`src/rtl/operand_forward_ctrl.sv`:
```
// EX-stage operand forwarding controller: tracks in-flight destinations, registers
// forward selects at issue, and raises stall (load-use, multi-cycle EX) and flush.
module operand_forward_ctrl #(
    parameter int REG_BITS = 5,
    parameter int MC_LAT   = 3
) (
    input  logic                clk,
    input  logic                rst,
    input  logic                id_valid,
    input  logic [REG_BITS-1:0] id_rs1,
    input  logic [REG_BITS-1:0] id_rs2,
    input  logic                id_rs1_used,
    input  logic                id_rs2_used,
    input  logic [REG_BITS-1:0] id_rd,
    input  logic                id_reg_write,
    input  logic                id_mem_read,
    input  logic                id_multi,
    input  logic                ex_branch_taken,
    output logic                Fa,
    output logic                Fb,
    output logic                srcA,
    output logic                srcB,
    output logic                stall,
    output logic                flush,
    output logic                busy
);

    localparam logic [3:0] MC_LOAD = 4'(MC_LAT - 1);

    // Forwarding only ever selects a producer in EX or MEM at issue time, so the
    // WB occupant never needs storing: it has already written the register file.
    logic                ex_valid_q, ex_valid_d;
    logic [REG_BITS-1:0] ex_rd_q, ex_rd_d;
    logic                ex_rw_q, ex_rw_d;
    logic                ex_mr_q, ex_mr_d;
    logic                mem_wr_q, mem_wr_d;
    logic [REG_BITS-1:0] mem_rd_q, mem_rd_d;
    logic [3:0]          mc_cnt_q, mc_cnt_d;
    logic                fa_q, fa_d, fb_q, fb_d;
    logic                sa_q, sa_d, sb_q, sb_d;

    logic busy_s, flush_s, stall_s, issue_s, load_use_s;
    logic hit_ex_a_s, hit_ex_b_s, hit_mem_a_s, hit_mem_b_s;

    function automatic logic src_hit(input logic                wr,
                                     input logic [REG_BITS-1:0] rd,
                                     input logic [REG_BITS-1:0] rs,
                                     input logic                used);
        return used & (rs != '0) & wr & (rd == rs);
    endfunction

    // Hazard detection and issue qualification
    always_comb begin
        hit_ex_a_s  = src_hit(ex_valid_q & ex_rw_q, ex_rd_q, id_rs1, id_rs1_used);
        hit_ex_b_s  = src_hit(ex_valid_q & ex_rw_q, ex_rd_q, id_rs2, id_rs2_used);
        hit_mem_a_s = src_hit(mem_wr_q, mem_rd_q, id_rs1, id_rs1_used);
        hit_mem_b_s = src_hit(mem_wr_q, mem_rd_q, id_rs2, id_rs2_used);
        busy_s      = (mc_cnt_q != 4'd0);
        flush_s     = ex_branch_taken & ~busy_s;
        load_use_s  = id_valid & ex_mr_q & (hit_ex_a_s | hit_ex_b_s);
        stall_s     = busy_s | (load_use_s & ~flush_s);
        issue_s     = id_valid & ~stall_s & ~flush_s;
    end

    // Next-state: freeze everything during the multi-cycle hold, otherwise advance
    always_comb begin
        ex_valid_d = ex_valid_q;
        ex_rd_d    = ex_rd_q;
        ex_rw_d    = ex_rw_q;
        ex_mr_d    = ex_mr_q;
        mem_wr_d   = mem_wr_q;
        mem_rd_d   = mem_rd_q;
        fa_d       = fa_q;
        fb_d       = fb_q;
        sa_d       = sa_q;
        sb_d       = sb_q;
        mc_cnt_d   = mc_cnt_q;
        if (busy_s) begin
            mc_cnt_d = mc_cnt_q - 4'd1;
        end else begin
            ex_valid_d = issue_s;
            ex_rd_d    = issue_s ? id_rd : '0;
            ex_rw_d    = issue_s & id_reg_write;
            ex_mr_d    = issue_s & id_mem_read;
            mem_wr_d   = ex_valid_q & ex_rw_q;
            mem_rd_d   = ex_rd_q;
            // EX match wins over MEM: it holds the newer value
            fa_d       = issue_s & (hit_ex_a_s | hit_mem_a_s);
            fb_d       = issue_s & (hit_ex_b_s | hit_mem_b_s);
            sa_d       = issue_s & ~hit_ex_a_s & hit_mem_a_s;
            sb_d       = issue_s & ~hit_ex_b_s & hit_mem_b_s;
            mc_cnt_d   = (issue_s & id_multi) ? MC_LOAD : 4'd0;
        end
    end

    // State registers with synchronous reset
    always_ff @(posedge clk) begin
        if (rst) begin
            ex_valid_q <= 1'b0;
            ex_rd_q    <= '0;
            ex_rw_q    <= 1'b0;
            ex_mr_q    <= 1'b0;
            mem_wr_q   <= 1'b0;
            mem_rd_q   <= '0;
            mc_cnt_q   <= 4'd0;
            fa_q       <= 1'b0;
            fb_q       <= 1'b0;
            sa_q       <= 1'b0;
            sb_q       <= 1'b0;
        end else begin
            ex_valid_q <= ex_valid_d;
            ex_rd_q    <= ex_rd_d;
            ex_rw_q    <= ex_rw_d;
            ex_mr_q    <= ex_mr_d;
            mem_wr_q   <= mem_wr_d;
            mem_rd_q   <= mem_rd_d;
            mc_cnt_q   <= mc_cnt_d;
            fa_q       <= fa_d;
            fb_q       <= fb_d;
            sa_q       <= sa_d;
            sb_q       <= sb_d;
        end
    end

    assign Fa    = fa_q;
    assign Fb    = fb_q;
    assign srcA  = sa_q;
    assign srcB  = sb_q;
    assign stall = stall_s;
    assign flush = flush_s;
    assign busy  = busy_s;

endmodule

```
`config.mk`:
```
export PLATFORM = sky130hd
export DESIGN_NAME = operand_forward_ctrl
export DESIGN_NICKNAME = d
export VERILOG_FILES = /design/src/rtl/operand_forward_ctrl.sv
export SDC_FILE = /design/constraint.sdc
export NUM_CORES = 1
export LEC_CHECK = 0
export CAP_MARGIN = 10
export CELL_PAD_IN_SITES_DETAIL_PLACEMENT = 0
export CELL_PAD_IN_SITES_GLOBAL_PLACEMENT = 1
export CORE_MARGIN = 2
export CORE_UTILIZATION = 31
export DETAILED_ROUTE_END_ITERATION = 16
export GPL_ROUTABILITY_DRIVEN = 0
export PLACE_DENSITY_LB_ADDON = 0.2
export SLEW_MARGIN = 40
export SYNTH_ARGS = -nofsm -noshare
export SYNTH_HDL_FRONTEND = slang
export SYNTH_SLANG_ARGS = --single-unit
```
`constraint.sdc`:
```
create_clock -name clk -period 1.7 [get_ports clk]
set_clock_uncertainty 0.05 [all_clocks]
set_input_delay 0.17 -clock clk [delete_from_list [all_inputs] [get_ports clk]]
set_output_delay 0.17 -clock clk [all_outputs]
set_load 0.1 [all_outputs]
```
==> results by group <==
Layout
  – Layout cell share with drive strength beyond 1: 40.82%
  – Final #Nets: 223
  – Inserted Diodes: 0
  – Design Area, Final: 1971 sq um
  – FILL cells: 342
  – Multi-input logic area: 802.0 sq um
  – Seq. cell area: 455.4 sq um
  – Layout Utilization: 54.24%
  – Finished Layout Cells: 244
  – Area Overhead vs Synth: 69.90%

Worst setup path
  – R2r setup slk: 80 ps
  – CP endpoint kind: output port
  – Startpoint Class: input port
  – CP required: 1480 ps
  – Worst EP arrival: 1700 ps
  – Slowest cell delay on critical path: 540 ps
  – Slowest CP cell: or4_4
  – Worst r2r src: ex_rd_q[3]
  – FF-to-FF End: srcA
  – CP max FO: 2
  – Crit Path Class: in2out
  – R2R depth: 6
  – Critical path, cell by cell: clkbuf_2, or4_4, o21ai_4, nor4_4, o21a_1, a31o_4, buf_12

STA
  – Final Cycle Share: 112.9%
  – Worst setup margin: -220.0 ps
  – Slew Limit Fails: 0
  – Slew headroom: 81.52%
  – Tmin final: 1920 ps
  – Worst Tran Pin Value: 276.5 ps
  – Final Hold Viols: 0
  – Setup TNS: -220.0 ps
  – Fmax: 520.8 MHz
  – Setup violators final: 1
  – RSZ-0062 raised after global routing: true

Pwr
  – Power per cell area: 1293 nW/um^2
  – Max VDD drop: 0.5683 mV
  – Total Power: 2.548 mW
  – Leakage: 0.7550 nW

Clocking
  – H-tree depth: 1
  – Hold buffer count at cts: 0
  – Clock Latency Late Sink: 260 ps
  – Sink Count: 22
  – Worst-path clk slew: 80 ps
  – CTS root buffer: clkbuf_8
  – CTS Buffer Depth: 2
  – CTS tree: built
  – Total CTS buffers: 3

Global route
  – GRT overflow: 0
  – Vias in the first global route: 1178
  – GRT Overall Usage: 16.29%
  – Largest net degree at the start of global routing: 14
  – First-pass GRT wire length: 5375 microns
  – Initial antenna violation count: 0

Outcome
  – Violated checks: negative setup slack
  – Outcome: finished with violations

Die
  – Die Y-Extent: 65.17 microns
  – Die width: 65.17 microns
  – Core footprint: 3633 sq um
  – Ports: 31
  – Row cnt: 22
  – Starting Density: 31.92%
  – DIE AREA: 4246 sq um

Synthesis
  – Syn Nets: 165
  – Synth warn: 0
  – Cells after synthesis: 139
  – Register area share after synthesis: 37.97%
  – Synth cell types: 28
  – Post-synthesis register bit count: 22
  – Cell area after synthesis: 1160 sq um
  – Syn avg cell area: 8.344 sq um

Routing
  – Post-Route WL: 3133 microns
  – DRC errors left: 0
  – Routed WL per cell: 12.84 microns
  – DR vias: 1122
  – Via/cell ratio: 4.598
  – Starting DRT DRC Count: 17
  – Routed Antenna Nets: 0
  – Drt first pass iters: 4

Flow run
  – Max_cap viols: 0

Placed design
  – I/O Buffers: 30
  – Area after DPL: 1753 sq um
  – Dpl hpwl: 2448 microns
  – Placed Cells: 233

Min path
  – Worst Hold Path EP: mc_cnt_q[0]
  – Hold path start: mc_cnt_q[0]
  – Hold path depth: 1
  – Min-delay worst type: reg2reg
[state kept, by name, summed over array words and instances, names as in the netlist]
signal      count
ex_rd_q         5
mem_rd_q        5
mc_cnt_q        4
Fa              1
Fb              1
ex_mr_q         1
ex_rw_q         1
ex_valid_q      1
mem_wr_q        1
srcA            1
srcB            1
[final cells by class]
cell class	instances	area share [%]
tap	48	3.048
clock buffer	4	2.794
multi-input combinational	106	40.70
timing repair buffer	59	29.40
sequential	22	23.11
inverter	5	0.9524
[synth_stat cells]
cell	instances	area, sq um
a21oi_1	6	30.03
a31o_2	1	8.760
a32o_1	2	20.02
and2_1	1	6.260
and2b_2	1	8.760
buf_2	2	10.01
buf_6	1	11.26
clkbuf_1	3	11.26
dfxtp_1	22	440.4
ha_1	2	25.02
inv_1	5	18.77
nand2_1	33	123.9
nand2b_1	1	6.260
nand4_1	4	25.02
nor2_1	8	30.03
nor2b_1	1	6.260
nor3_1	3	15.01
nor4_1	1	6.260
nor4_2	1	12.51
nor4b_2	1	15.01
o21a_1	1	7.510
o21ai_0	3	15.01
o21ai_1	1	5.000
o21ai_2	10	87.58
o22ai_1	1	6.260
or4_1	2	15.01
xnor2_1	20	175.2
xor2_1	2	17.52
[how the worst max path moves through the flow]
stage	startpoint	to	slack [ps]	depth (start not counted)
6_report	id_rs2[3]	stall	-220	7
5_1_grt	ex_rd_q[2]	stall	-320	6
4_1_cts	ex_rd_q[0]	stall	-330	6
3_5_place_dp	id_rs2[1]	stall	-550	7
3_3_place_gp	id_rs2[1]	stall	-500	7
2_1_floorplan	mc_cnt_q[0]	flush	-10	7
[per-layer routing]
metal / share of wire (%) / track usage [%] / vias up
met4: 1.4 / 5.469 / 0
met5: 0 / 0 / -
met3: 4.1 / 2.740 / 5
met2: 49 / 27.55 / 25
met1: 45 / 21.03 / 515
li1: - / - / 577
[per-stage QoR]
step           setup slack [ps]  hold slack, ps
3_3_place_gp             -503.3           374.0
2_1_floorplan            -9.583           263.8
6_report                 -220.0           361.0
3_5_place_dp             -547.8           389.2
4_1_cts                  -331.8           394.3
5_1_grt                  -317.9           392.8
[placed cells by master, fill, tap and decap left out, drive strengths merged, types with 2 or more instances in the layout]
master / instances
dfxtp: 22
clkbuf: 10
nor2: 8
ha: 2
o21ai: 14
or4: 2
nand2: 33
nor4: 2
a32o: 2
xor2: 2
nand4: 4
a21oi: 6
clkdlybuf4s50: 13
xnor2: 20
nor3: 3
inv: 5
buf: 37
dlygate4sd2: 2
[kinds of logic (layout without fill, tap and decap cells)]
kind of cell,after synthesis,count (layout),share of synthesized area (%)
xor gates and xnor gates,22,22,16.61
adders and majority gates,2,2,2.157
DFF,22,22,37.97
AOI/OAI and AO/OA,25,25,15.53
buffers and inverters,11,68,4.423
and+or+nand+nor,57,57,23.30
[timing repair]
action | CTS | global route
setup endpoints to repair | 13 | 15
resized for setup | 30 | 26
setup buffers | 5 | 5
pin swaps | 15 | 13
[report_power, final]
part           switching (mW)  internal [mW]
logic                   0.881          0.637
registers              0.0641          0.593
clock network           0.166          0.206
total                    1.11           1.44
[critical path, delay by kind of cell]
kind	cells	cell delay [ps]
compound gates	3	660
buf+inv	2	250
simple gates	2	610
Note: power is estimated with default switching activity, not from simulation.
